File: config.mk
export PLATFORM = sky130hd
export DESIGN_NAME = cache_tag_lookup
export DESIGN_NICKNAME = d
export VERILOG_FILES = /design/src/rtl/cache_tag_lookup.sv
export SDC_FILE = /design/constraint.sdc
export NUM_CORES = 1
export LEC_CHECK = 0
export CAP_MARGIN = 5
export CORE_MARGIN = 1
export CORE_UTILIZATION = 58
export CTS_CLUSTER_SIZE = 40
export DETAILED_ROUTE_END_ITERATION = 8
export PLACE_DENSITY = 0.84
export SYNTH_ARGS = -nofsm -noshare
export SYNTH_HDL_FRONTEND = slang
export SYNTH_SLANG_ARGS = --single-unit
File: constraint.sdc
create_clock -name clock -period 5 [get_ports clock]
set_clock_uncertainty 0.2 [all_clocks]
set_input_delay 0.5 -clock clock [delete_from_list [all_inputs] [get_ports clock]]
set_output_delay 0.5 -clock clock [all_outputs]
set_load 0.05 [all_outputs]
File: src/rtl/cache_tag_lookup.sv
// Set-associative cache tag store with a registered 1-cycle lookup,
// direct fill port, per-set round-robin victim pointer and a
// one-set-per-cycle flush sequencer.
module cache_tag_lookup #(
  parameter int TAG_W = 3,
  parameter int IDX_W = 3,
  parameter int WAYS  = 2,
  localparam int WAY_W = (WAYS > 1) ? $clog2(WAYS) : 1
) (
  input  logic             clock,
  input  logic             reset,
  input  logic             req_valid,
  output logic             req_ready,
  input  logic [IDX_W-1:0] req_index,
  input  logic [TAG_W-1:0] req_tag,
  input  logic             req_write,
  output logic             resp_valid,
  output logic             resp_hit,
  output logic [WAY_W-1:0] resp_way,
  output logic             resp_victim_dirty,
  output logic [TAG_W-1:0] resp_victim_tag,
  input  logic             fill_valid,
  input  logic [IDX_W-1:0] fill_index,
  input  logic [WAY_W-1:0] fill_way,
  input  logic [TAG_W-1:0] fill_tag,
  input  logic             fill_dirty,
  input  logic             flush,
  output logic             busy
);

  localparam int unsigned SETS  = 1 << IDX_W;
  localparam int unsigned NWAYS = WAYS;

  typedef enum logic {IDLE, FLUSH} state_t;

  state_t           state_q, state_d;
  logic [IDX_W-1:0] flush_cnt;
  logic             flush_clear;

  logic [WAYS-1:0]  valid_q [SETS];
  logic [WAYS-1:0]  dirty_q [SETS];
  logic [TAG_W-1:0] tag_q   [SETS][WAYS];
  logic [WAY_W-1:0] ptr_q   [SETS];

  logic             accept;
  logic             hit;
  logic [WAY_W-1:0] hit_way;
  logic             inv_found;
  logic [WAY_W-1:0] inv_way;
  logic [WAY_W-1:0] victim_way;
  logic             fill_ok;
  logic [WAY_W-1:0] fill_next_ptr;

  assign busy      = (state_q == FLUSH);
  assign req_ready = !reset && !fill_valid && !busy;
  assign accept    = req_valid && req_ready;

  // With a single way the pointer is pinned at 0 and only way 0 is writable.
  assign fill_ok       = (WAYS > 1) || (fill_way == '0);
  assign fill_next_ptr = (WAYS > 1) ? fill_way + WAY_W'(1) : '0;

  // Flush sequencer state register and set counter.
  always_ff @(posedge clock) begin
    if (reset) begin
      state_q   <= IDLE;
      flush_cnt <= '0;
    end else begin
      state_q   <= state_d;
      flush_cnt <= (state_q == FLUSH) ? flush_cnt + IDX_W'(1) : '0;
    end
  end

  // Flush next-state: start on a pulse in IDLE, leave after the last set.
  always_comb begin
    state_d     = state_q;
    flush_clear = 1'b0;
    case (state_q)
      IDLE:  if (flush) state_d = FLUSH;
      FLUSH: begin
        flush_clear = 1'b1;
        if (&flush_cnt) state_d = IDLE;
      end
      default: state_d = IDLE;
    endcase
  end

  // Tag compare (lowest matching way wins) and victim selection.
  always_comb begin
    hit       = 1'b0;
    hit_way   = '0;
    inv_found = 1'b0;
    inv_way   = '0;
    for (int unsigned w = 0; w < NWAYS; w++) begin
      if (!hit && valid_q[req_index][WAY_W'(w)] &&
          tag_q[req_index][WAY_W'(w)] == req_tag) begin
        hit     = 1'b1;
        hit_way = WAY_W'(w);
      end
      if (!inv_found && !valid_q[req_index][WAY_W'(w)]) begin
        inv_found = 1'b1;
        inv_way   = WAY_W'(w);
      end
    end
    victim_way = inv_found ? inv_way : ptr_q[req_index];
  end

  // Tag store: reset, flush clearing, fills and write-hit dirty marking.
  always_ff @(posedge clock) begin
    if (reset) begin
      for (int unsigned s = 0; s < SETS; s++) begin
        valid_q[IDX_W'(s)] <= '0;
        dirty_q[IDX_W'(s)] <= '0;
        ptr_q[IDX_W'(s)]   <= '0;
        for (int unsigned w = 0; w < NWAYS; w++) begin
          tag_q[IDX_W'(s)][WAY_W'(w)] <= '0;
        end
      end
    end else if (flush_clear) begin
      valid_q[flush_cnt] <= '0;
      dirty_q[flush_cnt] <= '0;
      ptr_q[flush_cnt]   <= '0;
    end else if (fill_valid) begin
      if (fill_ok) begin
        valid_q[fill_index][fill_way] <= 1'b1;
        dirty_q[fill_index][fill_way] <= fill_dirty;
        tag_q[fill_index][fill_way]   <= fill_tag;
        ptr_q[fill_index]             <= fill_next_ptr;
      end
    end else if (accept && hit && req_write) begin
      dirty_q[req_index][hit_way] <= 1'b1;
    end
  end

  // Registered lookup response; victim fields are zero on a hit.
  always_ff @(posedge clock) begin
    if (reset) begin
      resp_valid        <= 1'b0;
      resp_hit          <= 1'b0;
      resp_way          <= '0;
      resp_victim_dirty <= 1'b0;
      resp_victim_tag   <= '0;
    end else begin
      resp_valid <= accept;
      if (accept) begin
        resp_hit          <= hit;
        resp_way          <= hit ? hit_way : victim_way;
        resp_victim_dirty <= hit ? 1'b0 :
                             (valid_q[req_index][victim_way] & dirty_q[req_index][victim_way]);
        resp_victim_tag   <= hit ? '0 : tag_q[req_index][victim_way];
      end
    end
  end

endmodule

# After elaboration in Yosys (flattened, before gate mapping)
# Memories as Yosys holds them, arrays and structs flattened.
# Cells that the tools add are included.
# totals
mem_count	4
regBits	11
ramBits	88
in_bits	20
# classes
n_addsub	2
n_lt_le_gt_ge	8
eq_ne	2
reduce_logical	27
n_bitwise	4
muxes	67
# mem_list
memory	words	word_bits	read_ports	rd_clocked_by_memory_dff	wr	line_no	text
tag_q	8	6	1	0	8	42	logic [TAG_W-1:0] tag_q [SETS][WAYS];
dirty_q	8	2	1	0	8	41	logic [WAYS-1:0] dirty_q [SETS];
valid_q	8	2	1	0	8	40	logic [WAYS-1:0] valid_q [SETS];
ptr_q	8	1	1	0	8	43	logic [WAY_W-1:0] ptr_q [SETS];
# ops
operator	count
two-way mux 3 bit	13
two-way mux 1 bit	37
two-way mux 2 bit	10
two-way mux 6 bit	3
logical AND 1 bit	12
OR reduction 2 bit	6
== test 3 bit	2
less-than comparator 1 x 2 -> 1 bit, second input constant	3
OR reduction 6 bit	1
zero test 1 bit	5
greater-or-equal comparator 2 bit, second input constant	2
inverter 1 -> 2 bit	2
adder 3 x 1 -> 3 bit, second input constant	1
demux 3 bit (select 1 bit)	1
AND reduction 3 bit	1
demux 1 bit (select 1 bit)	2
greater-or-equal comparator 1 bit, second input constant	2
less-than comparator 2 x 1 -> 1 bit, second input constant	1
one-hot mux 1 bit (2 select lines)	1
OR reduction 1 bit	2
adder 1 bit, second input constant	1
AND 1 bit	1
inverter 1 bit	1

# Logic depth before layout (Yosys ltp)
# An unclocked memory read counts as a cell.
# logic_depth
word_depth	17
ltp_mapped	11
ltp_nobuf	8

# Worst setup path before layout
# Ideal clock, no wire load.
# synth_timing
kind	reg2reg
startpoint	register state_q (netlist: busy)
endpoint	memory dirty_q[6][1] (enable)
path_buffers	2
synth_period_minus_slack_ns	3.430
path_stages_with_launch	9
setup_time_ns	0.291
path_slack_ns	1.570
arrival_ns	2.939
required_time_ns	4.509
cell_sequence	dfxtp_1 clkbuf_1 nor3_2 nand2_1 inv_1 clkbuf_1 a41o_1 o221a_2 a21o_1
# synth_lines
item	line_no	text
from (decl)	36	state_t state_q, state_d;
from (signal assigned)	68	state_q <= state_d;
to (decl)	41	

==> impl_results.md <==
* # diodes at 0
* Unrepaired setup endpoints after global routing: no
* Arr. time, crit path at 3.79 ns
* Core Area at 0.00876 sq mm
* Endpoints failing hold at 0
* Setup crit start kind: input port
* Initial drt markers at 341
* Outcome: completed
* Hold-critical path endpoint: resp_victim_tag[0]$_SDFFE_PP0P_
* Reg power frac at 58.1%
* Reg-to-reg endpoint: dirty_q[3][1]$_SDFFCE_PN0P_
* Worst hold start: resp_victim_tag[0]$_SDFFE_PP0P_
* Max Fclk at 257 MHz
* Finished Cell Area at 0.00576 sq mm
* Worst slew pin tran at 0.811 ns
* Initial Util at 60.1%
* TritonRoute pass-1 iters at 4
* Post-route antenna net violation count at 0
* Library cells used by synthesis at 47
* Yosys top cell area share at 50.2%
* Post-route insts no fill at 570
* Comb pwr share at 13.2%
* Register-to-register setup slack at 1.64 ns
* Hpwl dp at 8.28 mm
* Clk buf depth at 2
* Most common cell in the netlist: edfxtp_1
* Total gr overflow at 0
* Min Clock Period, post-route at 3.89 ns
* Max-slew headroom at 45.7%
* Placed insts at 554
* Register bit total from synthesis at 99
* Hold crit path type: flip-flop to flip-flop
* Tightest hold margin at 0.257 ns
* Crit end category: flip-flop
* Global-route wire length before repair at 19.0 mm
* Die area at 0.00947 sq mm
* Die Ht at 97.3 um
* Total power at 1.63 mW
* Drt total wl at 11.6 mm
* Setup CP Type: input port to flip-flop
* Share of cells above drive strength 1 at 15.6%
* Hold Buf Count CTS at 0
* Switch Pwr at 425 uW
* Cell area after synthesis at 0.00527 sq mm
* Main synth FF type: edfxtp_1
* Largest net degree at the start of global routing at 40
* Final max-slew violation count at 0
* Initial antenna violation count at 0
* Root Buffer: clkbuf_8
* Synth-to-Final Area Change at 9.26%
* Nets at 479
* Syn_nets at 462
* Leak at 2.20 nW
* Fin util at 65.7%
* Fin worst setup slack at 1.11 ns
* Max-cap violations at 0
* Setup slack at placement at 0.699 ns
* Hold depth at 2
* Register area share after synthesis at 54.3%
* Total Routing Usage GR at 26.5%
* Synth warnings at 0
* CTS tree: done
* Cells after Synth at 440
* Worst vdd ir at 0.000129 V
* Clk sinks at 99
* Asr flop ratio synth at 0%
* Synth area leader: edfxtp_1
* Post-place instance area at 0.00559 sq mm
* Cell Rows at 34
* Sw Share at 26.1%
* Later-pin clock latency in the skew report at 0.37 ns
* Total CTS buffers at 9
* Vias in the first global route at 3468
* H-tree levels at 3
* Synth top cells by count: 88 x edfxtp_1, 68 x nor2_1, 51 x and2_1
* Worst-path maximum fanout at 17
* Post_cts resized at 0
* Clock share of power at 28.8%
* Reg2Reg Depth at 8
* GPL Wtd Cong at 0.846
* Final setup violating endpoints at 0
* Fin crit share at 77.8%
* Number of I/O port buffers at 28
* I/O pin count at 29
* Int Pwr at 1.20 mW
* Post-Syn Area per Cell at 12.0 sq um
* Top cells by area, synth: edfxtp_1 50%, mux4_2 7.3%, and2_1 6.1%
* TNS Setup at 0 ns
* Reg clk slew, reported paths at 0.10 ns
* Via/cell ratio at 6.25
* Die W at 97.3 um
* Setup bufs post-CTS at 0
* Post-synth EDFFs at 88
* Via count at 3560
* DRC at 0
* Reg-to-reg critical path startpoint: tag_q[1][5]$_SDFFCE_PN0P_
* Power Dens Cells at 283 mW/mm^2
* Critical Path RT at 4.90 ns
* Routed length per instance at 20.3 um
==> power groups by stage <==
stage	Sequential, mW	Clock [mW]	Combinational (mW)
3_5_place_dp	0.965	0	0.212
4_1_cts	0.946	0.466	0.214
2_1_floorplan	0.965	0	0.147
3_3_place_gp	0.964	0	0.207
5_1_grt	0.949	0.506	0.232
6_report	0.946	0.469	0.215
==> per-layer routing <==
layer  global-route usage (%)  wire [um]
met1                     37.9       4940
met2                     42.1       5670
met3                     3.31        738
met4                     9.95        201
met5                        0          0
==> final cells by class <==
| class | instances | area (sq um) |
|---|---|---|
| Timing Repair Buffer | 33 | 308 |
| Clock buffer | 11 | 131 |
| Clock inverter | 5 | 38.8 |
| Multi-Input combinational cell | 308 | 2260 |
| Fill cell | 647 | 3010 |
| Inverter | 6 | 22.5 |
| Tap cell | 108 | 135 |
| Sequential cell | 99 | 2860 |
==> logic make-up (layout without fill, tap and decap cells) <==
| kind of cell | after synthesis | after routing | share of synthesized area, % |
|---|---|---|---|
| buffers and inverters | 33 | 55 | 2.80 |
| DFF | 99 | 99 | 54.3 |
| AOI/OAI and AO/OA | 65 | 65 | 9.50 |
| and+or+nand+nor | 193 | 193 | 19.0 |
| muxes | 42 | 42 | 12.7 |
| xor gates and xnor gates | 6 | 6 | 1.14 |
| adders and majority gates | 2 | 2 | 0.475 |
==> worst max-delay path by stage <==
stage               startpoint                     endpoint  slack [ns]  cells after the start
4_1_cts           req_index[2]  dirty_q[3][1]$_SDFFCE_PN0P_        1.10                      9
5_1_grt           req_index[2]  dirty_q[3][1]$_SDFFCE_PN0P_        0.83                      9
6_report          req_index[2]  dirty_q[3][1]$_SDFFCE_PN0P_        1.11                      9
3_3_place_gp      req_index[2]  dirty_q[3][1]$_SDFFCE_PN0P_        0.84                      9
3_5_place_dp      req_index[2]  dirty_q[3][1]$_SDFFCE_PN0P_        0.70                      9
2_1_floorplan  busy$_SDFF_PP0_  dirty_q[6][1]$_SDFFCE_PN0P_        1.57                      8
==> state kept, by name, summed over array words and instances (netlist names) <==
| register | count |
|---|---|
| busy | 1 |
| dirty_q | 16 |
| flush_cnt | 3 |
| ptr_q | 8 |
| resp_hit | 1 |
| resp_valid | 1 |
| resp_victim_dirty | 1 |
| resp_victim_tag | 3 |
| resp_way | 1 |
| tag_q | 48 |
| valid_q | 16 |
==> critical path: stages <==
cell and delay [ns]:
clkdlybuf4s50_1 0.90, mux4_1 0.40, nor2b_1 0.15, a21oi_2 0.14, xor2_1 0.18, nand4_2 0.22
a21oi_2 0.61, mux2i_1 0.46, a31o_1 0.22
==> placed cells by master (no fill, tap or decap), types with 5 or more instances in the layout <==
cell and count:
and2_1 51, nor3_1 7, mux4_2 17, buf_4 5
a31o_1 8, a21oi_1 6, inv_1 6, xor2_1 5
a21o_1 24, dfxtp_1 11, edfxtp_1 88, nor2_1 68
clkbuf_8 9, nand2_1 21, clkdlybuf4s50_1 26, nand3_1 6
or2_2 17, mux2i_1 19
No activity file was read; power rests on OpenSTA's default activity.
